--- config.mk ---
export PLATFORM = sky130hd
export DESIGN_NAME = in_channel
export DESIGN_NICKNAME = d
export VERILOG_FILES = /design/src/rtl/fpga_pkg.sv /design/src/rtl/in_channel_ram.sv /design/src/rtl/in_channel.sv
export SDC_FILE = /design/constraint.sdc
export NUM_CORES = 1
export LEC_CHECK = 0
export CAP_MARGIN = 20
export CORE_MARGIN = 2
export CORE_UTILIZATION = 49
export DETAILED_ROUTE_END_ITERATION = 10
export GPL_TIMING_DRIVEN = 0
export PLACE_DENSITY = 0.81
export SLEW_MARGIN = 20
export SYNTH_ARGS = -nofsm -noshare
export SYNTH_HDL_FRONTEND = slang
export SYNTH_SLANG_ARGS = --single-unit
--- constraint.sdc ---
create_clock -name clock -period 2.65 [get_ports clock]
set_clock_uncertainty 0.1 [all_clocks]
set_input_delay 0.3975 -clock clock [delete_from_list [all_inputs] [get_ports clock]]
set_output_delay 0.3975 -clock clock [all_outputs]
set_load 0.02 [all_outputs]
--- src/rtl/fpga_pkg.sv ---
// Shared definitions for the program-execution core's I/O channels.
package fpga_pkg;

  localparam int MemoryElementWidthDefault = 12;

  typedef enum logic {
    LOAD = 1'b0,
    RUN  = 1'b1
  } in_channel_state_t;

endpackage

--- src/rtl/in_channel_ram.sv ---
// Channel storage: synchronous write port and a registered read port whose
// output holds its value when no read is requested.
module in_channel_ram #(
  parameter int Width     = 12,
  parameter int Depth     = 2,
  parameter int AddrWidth = 1
) (
  input  logic                 clock,
  input  logic                 reset,
  input  logic                 write_en,
  input  logic [AddrWidth-1:0] write_addr,
  input  logic [Width-1:0]     write_data,
  input  logic                 read_en,
  input  logic [AddrWidth-1:0] read_addr,
  output logic [Width-1:0]     read_data
);

  logic [Width-1:0] mem [Depth];

  always_ff @(posedge clock) begin
    if (write_en) mem[write_addr] <= write_data;
  end

  always_ff @(posedge clock or negedge reset) begin
    if (!reset) read_data <= '0;
    else if (read_en) read_data <= mem[read_addr];
  end

endmodule

--- src/rtl/in_channel.sv ---
// Reloadable input channel: loaded over valid/ready, sealed, then drained by
// the core's in/inSize instructions with a "no data" miss when exhausted.
module in_channel
  import fpga_pkg::*;
#(
  parameter int MemoryElementWidth = MemoryElementWidthDefault,
  parameter int NIn                = 2
) (
  input  logic                          clock,
  input  logic                          reset,
  input  logic                          clear,
  input  logic                          loadValid,
  input  logic [MemoryElementWidth-1:0] loadData,
  output logic                          loadReady,
  input  logic                          seal,
  input  logic                          inReq,
  output logic [MemoryElementWidth-1:0] inData,
  output logic                          inHit,
  output logic [$clog2(NIn+1)-1:0]      inSize,
  output logic                          sealed,
  output logic                          overflow
);

  localparam int PtrW = (NIn > 1) ? $clog2(NIn) : 1;
  localparam int CntW = $clog2(NIn + 1);
  localparam logic [PtrW-1:0] LastPtr = PtrW'(NIn - 1);
  localparam logic [CntW-1:0] Depth   = CntW'(NIn);

  in_channel_state_t state, state_next;
  logic [PtrW-1:0] wp, rp;
  logic [CntW-1:0] count;
  logic            hit_q, sealed_q, overflow_q;
  logic            load_fire, pop_fire, overflow_set;

  // Explicit wrap so depths that are not a power of two work.
  function automatic logic [PtrW-1:0] bump(input logic [PtrW-1:0] p);
    return (p == LastPtr) ? '0 : p + PtrW'(1);
  endfunction

  assign loadReady = (state == LOAD) && (count < Depth);
  assign inSize    = count;
  assign inHit     = hit_q;
  assign sealed    = sealed_q;
  assign overflow  = overflow_q;

  always_comb begin
    state_next   = state;
    load_fire    = 1'b0;
    pop_fire     = 1'b0;
    overflow_set = 1'b0;
    if (clear) begin
      state_next = LOAD;
    end else begin
      case (state)
        LOAD: begin
          load_fire    = loadValid && loadReady;
          overflow_set = loadValid && !loadReady;
          if (seal) state_next = RUN;
        end
        RUN: pop_fire = inReq && (count != '0);
        default: state_next = LOAD;
      endcase
    end
  end

  always_ff @(posedge clock or negedge reset) begin
    if (!reset) begin
      state      <= LOAD;
      sealed_q   <= 1'b0;
      hit_q      <= 1'b0;
      overflow_q <= 1'b0;
      wp         <= '0;
      rp         <= '0;
      count      <= '0;
    end else begin
      state    <= state_next;
      sealed_q <= (state_next == RUN);
      hit_q    <= pop_fire;
      if (clear) begin
        wp         <= '0;
        rp         <= '0;
        count      <= '0;
        overflow_q <= 1'b0;
      end else begin
        if (load_fire) begin
          wp    <= bump(wp);
          count <= count + CntW'(1);
        end
        if (pop_fire) begin
          rp    <= bump(rp);
          count <= count - CntW'(1);
        end
        if (overflow_set) overflow_q <= 1'b1;
      end
    end
  end

  in_channel_ram #(
    .Width    (MemoryElementWidth),
    .Depth    (NIn),
    .AddrWidth(PtrW)
  ) u_ram (
    .clock     (clock),
    .reset     (reset),
    .write_en  (load_fire),
    .write_addr(wp),
    .write_data(loadData),
    .read_en   (pop_fire),
    .read_addr (rp),
    .read_data (inData)
  );

endmodule

==> metrics.md, run 1 <==
| Metric | Value |
|---|---|
| Synth cell types | 24 |
| Crit path arrival time | 2000 ps |
| Syn Std Cell Area | 1710 µm² |
| Syn_area_per_cell | approximately 18 µm² |
| Cells along the critical path | clkdlybuf4s50_1 -> nor3b_1 -> nor2b_1 -> nor2b_2 |
| Top Ports | 36 |
| Combinational share of power | 0.243 |
| Worst R2R End | u_ram.mem[0][11]$_DFFE_PP_ |
| Diode count | 0 |
| CP top delay family | simple AND/OR/NAND/NOR gates |
| Final setup vio count | 0 |
| CTS tree | built |
| Placed Area | roughly 2100 µm² |
| Cts repair resizes | 0 |
| Commonest register cell after synthesis | edfxtp_1 |
| P per Cell Area | slightly above 800 nW/µm² |
| Worst-path clk slew | between 100 and 150 ps |
| Reg2reg path depth | 3 |
| Syn Nets | approximately 110 |
| CP bufs+invs | 1 |
| Design area | approximately 2200 µm² |
| Die area | slightly below 4000 µm² |
| IO buf count | 34 |
| Mapped Cells | between 90 and 100 |
| CTS Buf Count | 5 |
| Worst skew pair latency | 350 ps |
| 1st-pass router iterations | 4 |
| Area grow syn2layout | 29.4% |
| CP required | between 2000 and 3000 ps |
| Gpl congestion | roughly 0.70 |
| Vias in the first global route | a little over 1000 |
| Fmax | roughly 480 MHz |
| Sequential power share | 0.475 |
| Routed Wire Length | between 2000 and 3000 µm |
| Root Driver | clkbuf_4 |
| Setup bufs post-CTS | 0 |
| Die Span X | 63.0 µm |
| 1st-iter DRT viols | 16 |
| Largest net degree at the start of global routing | 20 |
| DPL Wire Length | between 2000 and 2500 µm |
| Max rail drop VDD | ~0.48 mV |
| Sw Ratio | 0.250 |
| Period utilisation layout | 0.793 |
| Tot Pwr | roughly 1.8 mW |
| CTS H-Tree Depth | 2 |
| Setup slack after layout | ~550 ps |
| Internal | between 1 and 1.5 mW |
| Slew headroom | 0.408 |
| Num rows | 21 |
| Final slew viol count | 0 |
| Routed WL per cell | 16.2 µm |
| Initial Util | 0.512 |
| CP endpoint | u_ram.mem[0][11]$_DFFE_PP_ |
| R2R Setup Slk | a little under 600 ps |
| Final Critical Period | around 2100 ps |
| Slowest stage cell, crit path | nor2b_2 |
| Residual DRC | 0 |
| Final hold violation count | 0 |
| Hold Crit Class | primary input to register |
| CTS sink cnt | 43 |
| Element type at the critical path start | primary input |
| Final Net Count | 155 |
| YS warnings | 0 |
| Vias | 934 |
| Yosys reg bits | between 40 and 50 |
| R2r startpoint | inSize[1]$_DFFE_PN0P_ |
| Die Ht | 63.0 µm |
| FFs w/ async S/R, synth | 0.442 |
| Layout cells sized above 1 | 0.275 |
| Outcome | completed |
| Crit. Startpoint | loadValid |
| Worst slew pin tran | about 890 ps |
| Slowest Stage Delay on Critical Path | about 600 ps |
| RSZ-0062 raised after global routing | false |
| Max-Cap Viols | 0 |
| Critical path class | primary input to register |
| Vias per cell | 5.08 |
| Antenna-violating nets left | 0 |
| Register area share after synthesis | 0.700 |
| Remaining global-route overflow | 0 |
| Worst Setup End Kind | register |
| Total GRT Usage | 0.170 |
| First-pass GRT wire length | ~4900 µm |
| Setup slack at placement | about 110 ps |
| Crit Path Max Fanout | 12 |
| CORE AREA | 3340 µm² |
| Psw | 449 µW |
| Clk buf depth | 2 |
| Hold-fix buffers, CTS | 0 |
| WP depth | 4 |
| Clk pwr share | 0.282 |
| Post-synth EDFFs | 24 |
| Initial antenna violation count | 0 |
| Leakage | around 0.84 nW |
-- area by class of cell --
type / instances / area, µm²
clock inverter: 2 / 60.1
inverter: 2 / 7.51
timing repair buffer: 34 / 340
multi-input combinational: 48 / 472
tap: 46 / 57.6
fill: 261 / 1130
clock buffer: 6 / 41.3
buffer: 3 / 35.0
sequential: 43 / 1200
-- sequential cells by signal, summed over array words and instances (netlist names) --
signal	cells
rp	1
inSize	2
inHit	1
sealed	1
wp	1
u_ram.mem	24
u_ram.read_data	12
overflow	1
-- routing by layer --
layer	wire [µm]	share of wire	GRT usage
met1	1230	0.41	0.196
met2	1530	0.51	0.285
met3	142	0.048	0.0595
met4	87	0.029	0.0750
met5	0	0	0
-- cells by family after synthesis --
family                    after synthesis  share of synthesized area
xor gates and xnor gates                3                     0.0154
AOI/OAI and AO/OA                       7                     0.0352
buffers and inverters                   5                     0.0249
muxes                                  24                      0.178
DFF                                    43                      0.700
and+or+nand+nor                        14                     0.0462
-- synth_stat cells, drive strengths merged (2+ instances only) --
library cell / instances / area, µm²
nor2: 7 / 33.8
dfrtp: 19 / 475
a21oi: 2 / 10.0
buf: 2 / 27.5
inv: 2 / 7.51
mux2: 24 / 304
edfxtp: 24 / 721
xnor2: 2 / 17.5
nor2b: 2 / 12.5
-- per-stage QoR --
stage               std cells  utilization  hold slack (ps)  TNS [ps]
floorplan                  96            -             1.91         0
global placement          176        0.631              384     -2280
detailed placement        176        0.632              396         0
CTS                       184        0.662              164         0
global route              184        0.662              178         0
finish                    184        0.662              169         0
-- power groups by stage --
stage / logic [mW] / clock network, mW / registers, mW
after floorplan: 0.140 / 0 / 0.951
after global placement: 0.432 / 0 / 0.861
after detailed placement: 0.439 / 0 / 0.867
after global routing: 0.459 / 0.536 / 0.864
after CTS: 0.442 / 0.512 / 0.854
final: 0.435 / 0.505 / 0.853
-- worst min path at each step --
stage,startpoint,endpoint,depth (start not counted)
after CTS,clear,wp$_DFFE_PN0P_,2
after floorplan,reset,inHit$_DFF_PN0_,0
after detailed placement,u_ram.read_data[10]$_DFFE_PN0P_,u_ram.read_data[10]$_DFFE_PN0P_,1
after global placement,overflow$_DFFE_PN0P_,overflow$_DFFE_PN0P_,2
after global routing,clear,inSize[1]$_DFFE_PN0P_,2
final,clear,inSize[1]$_DFFE_PN0P_,2
-- cells in the final DEF (no fill, tap or decap), drive strengths merged --
cell	n
bufinv	2
nand3b	1
and2b	1
nor3b	1
mux2	24
a21oi	2
nand2	1
buf	2
a21o	1
a221oi	1
o211ai	1
clkbuf	7
xnor2	2
inv	2
a31oi	1
nor2b	2
clkdlybuf4s50	34
xor2	1
edfxtp	24
dfrtp	19
nor2	7
o21ai	1
and2	1
-- worst reg2reg max path: stages, from the launching register on --
cell and delay [ps]:
dfrtp_1 500, nor3b_1 320, nor2b_1 200, nor2b_2 600
No activity file was read; power rests on OpenSTA's default activity.
==> inputs of run 2 (changes only) <==
clock period = 2.1 ns   (was 2.65 ns; I/O delays follow)
==> metrics.md, run 2 (synthesis results as in run 1) <==
| Metric | Value |
|---|---|
| Internal | 1.70 mW (+26%) |
| Antenna-violating nets left | 0 (unchanged) |
| Final Critical Period | ~2000 ps |
| Sequential power share | 0.475 (about the same) |
| CORE AREA | 3340 µm² (unchanged) |
| Clk buf depth | 2 (unchanged) |
| Residual DRC | 0 (unchanged) |
| Remaining global-route overflow | 0 (unchanged) |
| Final slew viol count | 0 (unchanged) |
| Most frequent cells in the layout | clkdlybuf4s50_1 (34), edfxtp_1 (24), dfrtp_1 (19) |
| Max rail drop VDD | 0.603 mV (+26%) |
| Period utilisation layout | 0.953 |
| Tot Pwr | 2.26 mW (+26%) |
| Fmax | 500 MHz |
| Largest Register | u_ram.mem |
| Root Driver | clkbuf_4 |
| IO buf count | 34 (unchanged) |
| Final setup vio count | 0 (unchanged) |
| Post-Layout Cell Count | 184 (unchanged) |
| Crit path arrival time | 1590 ps (-410 ps) |
| Die Span X | 63.0 µm (unchanged) |
| # placed instances | 176 (unchanged) |
| Routed Wire Length | 2990 µm (+0.20%) |
| Worst skew pair latency | 350 ps (about the same) |
| Worst slew pin tran | 889 ps (+3.56 ps) |
| Outcome | completed |
| Worst-path clk slew | 120 ps (about the same) |
| Die area | 3970 µm² (unchanged) |
| Vias in the first global route | 1030 (-0.29%) |
| Combinational share of power | 0.243 (about the same) |
| Psw | 568 µW (+27%) |
| DPL Wire Length | 2030 µm (unchanged) |
| Commonest non-fill, non-tap cell in the layout | clkdlybuf4s50_1 |
| Clk pwr share | 0.282 (about the same) |
| Crit Path Max Fanout | 9 (-3) |
| Area grow syn2layout | 29.7% |
| CTS tree | built |
| P per Cell Area | 1020 nW/µm² (+26%) |
| # fillers | 260 (-0.38%) |
| Largest register FFs | 24 (unchanged) |
| 1st-iter DRT viols | 15 (-1) |
| Vias per cell | 5.08 (unchanged) |
| Setup bufs post-CTS | 0 (unchanged) |
| Gpl congestion | 0.703 (unchanged) |
| Design area | 2220 µm² (+0.28%) |
| Final Net Count | 155 (unchanged) |
| 1st-pass router iterations | 4 (unchanged) |
| Placed Area | 2110 µm² (unchanged) |
| CP required | 1680 ps (-870 ps) |
| Initial Util | 0.512 (unchanged) |
| Final hold violation count | 0 (unchanged) |
| Initial antenna violation count | 0 (unchanged) |
| Max-Cap Viols | 0 (unchanged) |
| Element type at the critical path start | register |
| Critical path class | register to output pin |
| Num rows | 21 (unchanged) |
| Vias | 934 (unchanged) |
| Diode count | 0 (unchanged) |
| Total GRT Usage | 0.170 (+0.000392) |
| Die Ht | 63.0 µm (unchanged) |
| Slew headroom | 0.405 (-0.00238) |
| First-pass GRT wire length | 4970 µm (+0.57%) |
| Leakage | 0.840 nW (+0.27%) |
| Sw Ratio | 0.251 (+0.000359) |
| Hold Crit Class | primary input to register |
| CTS Buf Count | 5 (unchanged) |
| Top Ports | 36 (unchanged) |
| RSZ-0062 raised after global routing | false |
| Routed WL per cell | 16.3 µm (+0.20%) |
| CTS H-Tree Depth | 2 (unchanged) |
| Worst Setup End Kind | output pin |
| CTS sink cnt | 43 (unchanged) |
| Layout cells sized above 1 | 0.283 (+0.00725) |
| Total Neg Setup Slack | 0 ps (unchanged) |
| Largest net degree at the start of global routing | 20 (unchanged) |
run 2: cell counts in the layout (fill, tap and decap cells not counted):
No cell type changed its count.
run 2: what timing repair did:
item,4_1_cts,5_1_grt
endpoints found under the setup margin,12,0
gates resized for setup,2,0
hold buffers,0,0
run 2: layout make-up:
class	instances	area, µm²	share of cell area
flip-flops and latches	43	1200	0.540
multi-input cells	48	478	0.216
repair buffers	34	340	0.154
clock inverters	2	60.1	0.0271
well taps	46	57.6	0.0260
clock buffers	6	41.3	0.0186
plain buffers	3	35.0	0.0158
inverters	2	7.51	0.00339
run 2: worst max-delay path, stage by stage, from the launching register on:
cell and delay (ps):
dfrtp_1 500, nor2_1 130, clkdlybuf4s50_1 610
run 2: metrics by stage:
stage	util	hold WS, ps	setup WS [ps]
after floorplan	-	-80.6	26.9
after global placement	0.631	384	-658
after detailed placement	0.632	396	-356
after CTS	0.664	81.0	85.6
after global routing	0.664	95.7	28.1
final	0.664	85.7	98.3
run 2: final timing paths:
| kind | startpoint | to | slack [ps] | cells past startpoint |
|---|---|---|---|---|
| min reg2reg | u_ram.read_data[7]$_DFFE_PN0P_ | u_ram.read_data[7]$_DFFE_PN0P_ | 420 | 1 |
| min in group asynchronous | reset | u_ram.read_data[1]$_DFFE_PN0P_ | 350 | 1 |
| max | inSize[1]$_DFFE_PN0P_ | loadReady | 100 | 2 |
| max in group asynchronous | reset | u_ram.read_data[11]$_DFFE_PN0P_ | 1010 | 1 |
| max reg2reg | inSize[1]$_DFFE_PN0P_ | u_ram.mem[0][11]$_DFFE_PP_ | 220 | 3 |
| min | clear | inSize[1]$_DFFE_PN0P_ | 90 | 2 |
run 2: routing by layer:
layer  GRT usage  wire [µm]
met5           0          0
met3      0.0595        142
met1       0.201       1240
met2       0.281       1520
met4      0.0750         87
run 2: power groups by stage:
stage	logic [mW]	clock network [mW]	registers, mW
after floorplan	0.177	0	1.20
after global placement	0.546	0	1.09
after detailed placement	0.554	0	1.09
after CTS	0.559	0.647	1.08
after global routing	0.580	0.676	1.09
final	0.551	0.638	1.08
==> inputs of run 3 (changes only) <==
SKIP_CTS_REPAIR_TIMING = 1   (was not set)
==> metrics.md, run 3 (synthesis results as in run 1) <==
| Metric | Value |
|---|---|
| R2r startpoint | inSize[1]$_DFFE_PN0P_ |
| Die area | 3970 µm² (unchanged) |
| 1st-iter DRT viols | 16 (+1) |
| Cells along the critical path | nor2_1 -> clkdlybuf4s50_1 |
| Slowest Stage Delay on Critical Path | 610 ps (about the same) |
| Max-Cap Viols | 0 (unchanged) |
| Top Ports | 36 (unchanged) |
| CTS Buf Count | 5 (unchanged) |
| Worst hold margin | 86.0 ps (+0.289 ps) |
| Area grow syn2layout | 29.7% (unchanged) |
| Largest Register | u_ram.mem |
| Residual DRC | 0 (unchanged) |
| Most frequent cells in the layout | clkdlybuf4s50_1 (34), edfxtp_1 (24), dfrtp_1 (19) |
| CP required | 1680 ps (about the same) |
| Initial Util | 0.512 (unchanged) |
| Gr busiest metal | met2 |
| Crit. Startpoint | inSize[1]$_DFFE_PN0P_ |
| M2 GR Usage | 0.285 (+0.00399) |
| Commonest non-fill, non-tap cell in the layout | clkdlybuf4s50_1 |
| Gpl congestion | 0.703 (unchanged) |
| IO buf count | 34 (unchanged) |
| CP endpoint | loadReady |
| Routed WL per cell | 16.3 µm (about the same) |
| Antenna-violating nets left | 0 (unchanged) |
| Worst R2R End | u_ram.mem[0][4]$_DFFE_PP_ |
| Design area | 2220 µm² (unchanged) |
| Num rows | 21 (unchanged) |
| Worst slew pin tran | 887 ps (-2.91 ps) |
| Final Net Count | 155 (unchanged) |
| R2R Setup Slk | 220 ps (about the same) |
| Die Ht | 63.0 µm (unchanged) |
| Diode count | 0 (unchanged) |
| Tot Pwr | 2.26 mW (about the same) |
| Met1 global-route usage | 0.196 (-0.00491) |
| P per Cell Area | 1020 nW/µm² (about the same) |
| Routed Wire Length | 2990 µm (about the same) |
| Crit Path Max Fanout | 9 (unchanged) |
| DPL Wire Length | 2030 µm (unchanged) |
| Slowest stage cell, crit path | clkdlybuf4s50_1 |
| RSZ-0062 raised after global routing | false |
| Root Driver | clkbuf_4 |
| Vias in the first global route | 1033 (+0.29%) |
| Max rail drop VDD | 0.603 mV (about the same) |
| Outcome | completed |
| Remaining global-route overflow | 0 (unchanged) |
| Clk buf depth | 2 (unchanged) |
| Worst-path clk slew | 120 ps (about the same) |
| CTS sink cnt | 43 (unchanged) |
| Period utilisation layout | 0.953 (about the same) |
| Worst skew pair latency | 350 ps (about the same) |
| # placed instances | 176 (unchanged) |
| 1st-pass router iterations | 4 (unchanged) |
| Final setup vio count | 0 (unchanged) |
| Reg2reg path depth | 3 (unchanged) |
| Initial antenna violation count | 0 (unchanged) |
| Vias | 936 (+0.21%) |
| CORE AREA | 3340 µm² (unchanged) |
| Layout cells sized above 1 | 0.283 (unchanged) |
| First-pass GRT wire length | 4940 µm (-0.56%) |
| Vias per cell | 5.09 (+0.21%) |
| Critical path class | register to output pin |
| Fmax | 500 MHz (about the same) |
| Total Neg Setup Slack | 0 ps (unchanged) |
| Total GRT Usage | 0.170 (-0.000392) |
| Final slew viol count | 0 (unchanged) |
| Hold Startpoint | clear |
| Largest net degree at the start of global routing | 20 (unchanged) |
| Final Critical Period | 2000 ps (-0.583 ps) |
| Crit path arrival time | 1590 ps (about the same) |
| Die Span X | 63.0 µm (unchanged) |
| Hold Crit Class | primary input to register |
| CTS H-Tree Depth | 2 (unchanged) |
| Worst Setup End Kind | output pin |
| CTS tree | built |
| Final hold violation count | 0 (unchanged) |
| Met3 Resource Use GR | 0.0595 (unchanged) |
| Post-Layout Cell Count | 184 (unchanged) |
| Slew headroom | 0.407 (+0.00195) |
| Placed Area | 2110 µm² (unchanged) |
| Element type at the critical path start | register |
| Largest register FFs | 24 (unchanged) |
| Leakage | 0.840 nW (unchanged) |
==> run 3: cell counts in the layout (fill, tap and decap cells not counted) <==
Identical to the previous run, type by type.
==> run 3: layout make-up <==
class                      count  area (µm²)
clock inverter                 2        60.1
multi-input combinational     48         478
sequential                    43        1200
fill                         260        1120
tap                           46        57.6
inverter                       2        7.51
clock buffer                   6        41.3
buffer                         3        35.0
timing repair buffer          34         340
==> run 3: how the worst min path moves through the flow <==
stage | to | slack [ps] | cells after the start
CTS | wp$_DFFE_PN0P_ | 80 | 2
global placement | overflow$_DFFE_PN0P_ | 380 | 2
finish | inSize[1]$_DFFE_PN0P_ | 90 | 2
detailed placement | u_ram.read_data[10]$_DFFE_PN0P_ | 400 | 1
floorplan | inHit$_DFF_PN0_ | -80 | 0
global route | inSize[1]$_DFFE_PN0P_ | 100 | 2
==> run 3: where the power goes <==
| group | leakage (nW) | switching [mW] | internal (mW) | total (mW) |
|---|---|---|---|---|
| combinational | 0.326 | 0.231 | 0.319 | 0.550 |
| clock | 0.0525 | 0.266 | 0.372 | 0.637 |
| sequential | 0.461 | 0.0705 | 1.01 | 1.08 |
==> run 3: worst max-delay path: cells and delay by family, from the launching register on <==
family | cells | cell delay, ps
AND/OR/NAND/NOR | 1 | 130
buffers and inverters | 1 | 610
flip-flops | 1 | 500
==> run 3: per-stage QoR <==
stage / utilization / setup WS, ps
finish: 0.664 / 98.9
detailed placement: 0.632 / -356
floorplan: - / 26.9
global route: 0.664 / 28.1
global placement: 0.631 / -658
CTS: 0.662 / -30.9
==> run 3: layer usage <==
| layer | vias up | wire (µm) |
|---|---|---|
| li1 | 437 | - |
| met1 | 460 | 1230 |
| met2 | 30 | 1540 |
| met3 | 9 | 142 |
| met4 | 0 | 87 |
| met5 | - | 0 |
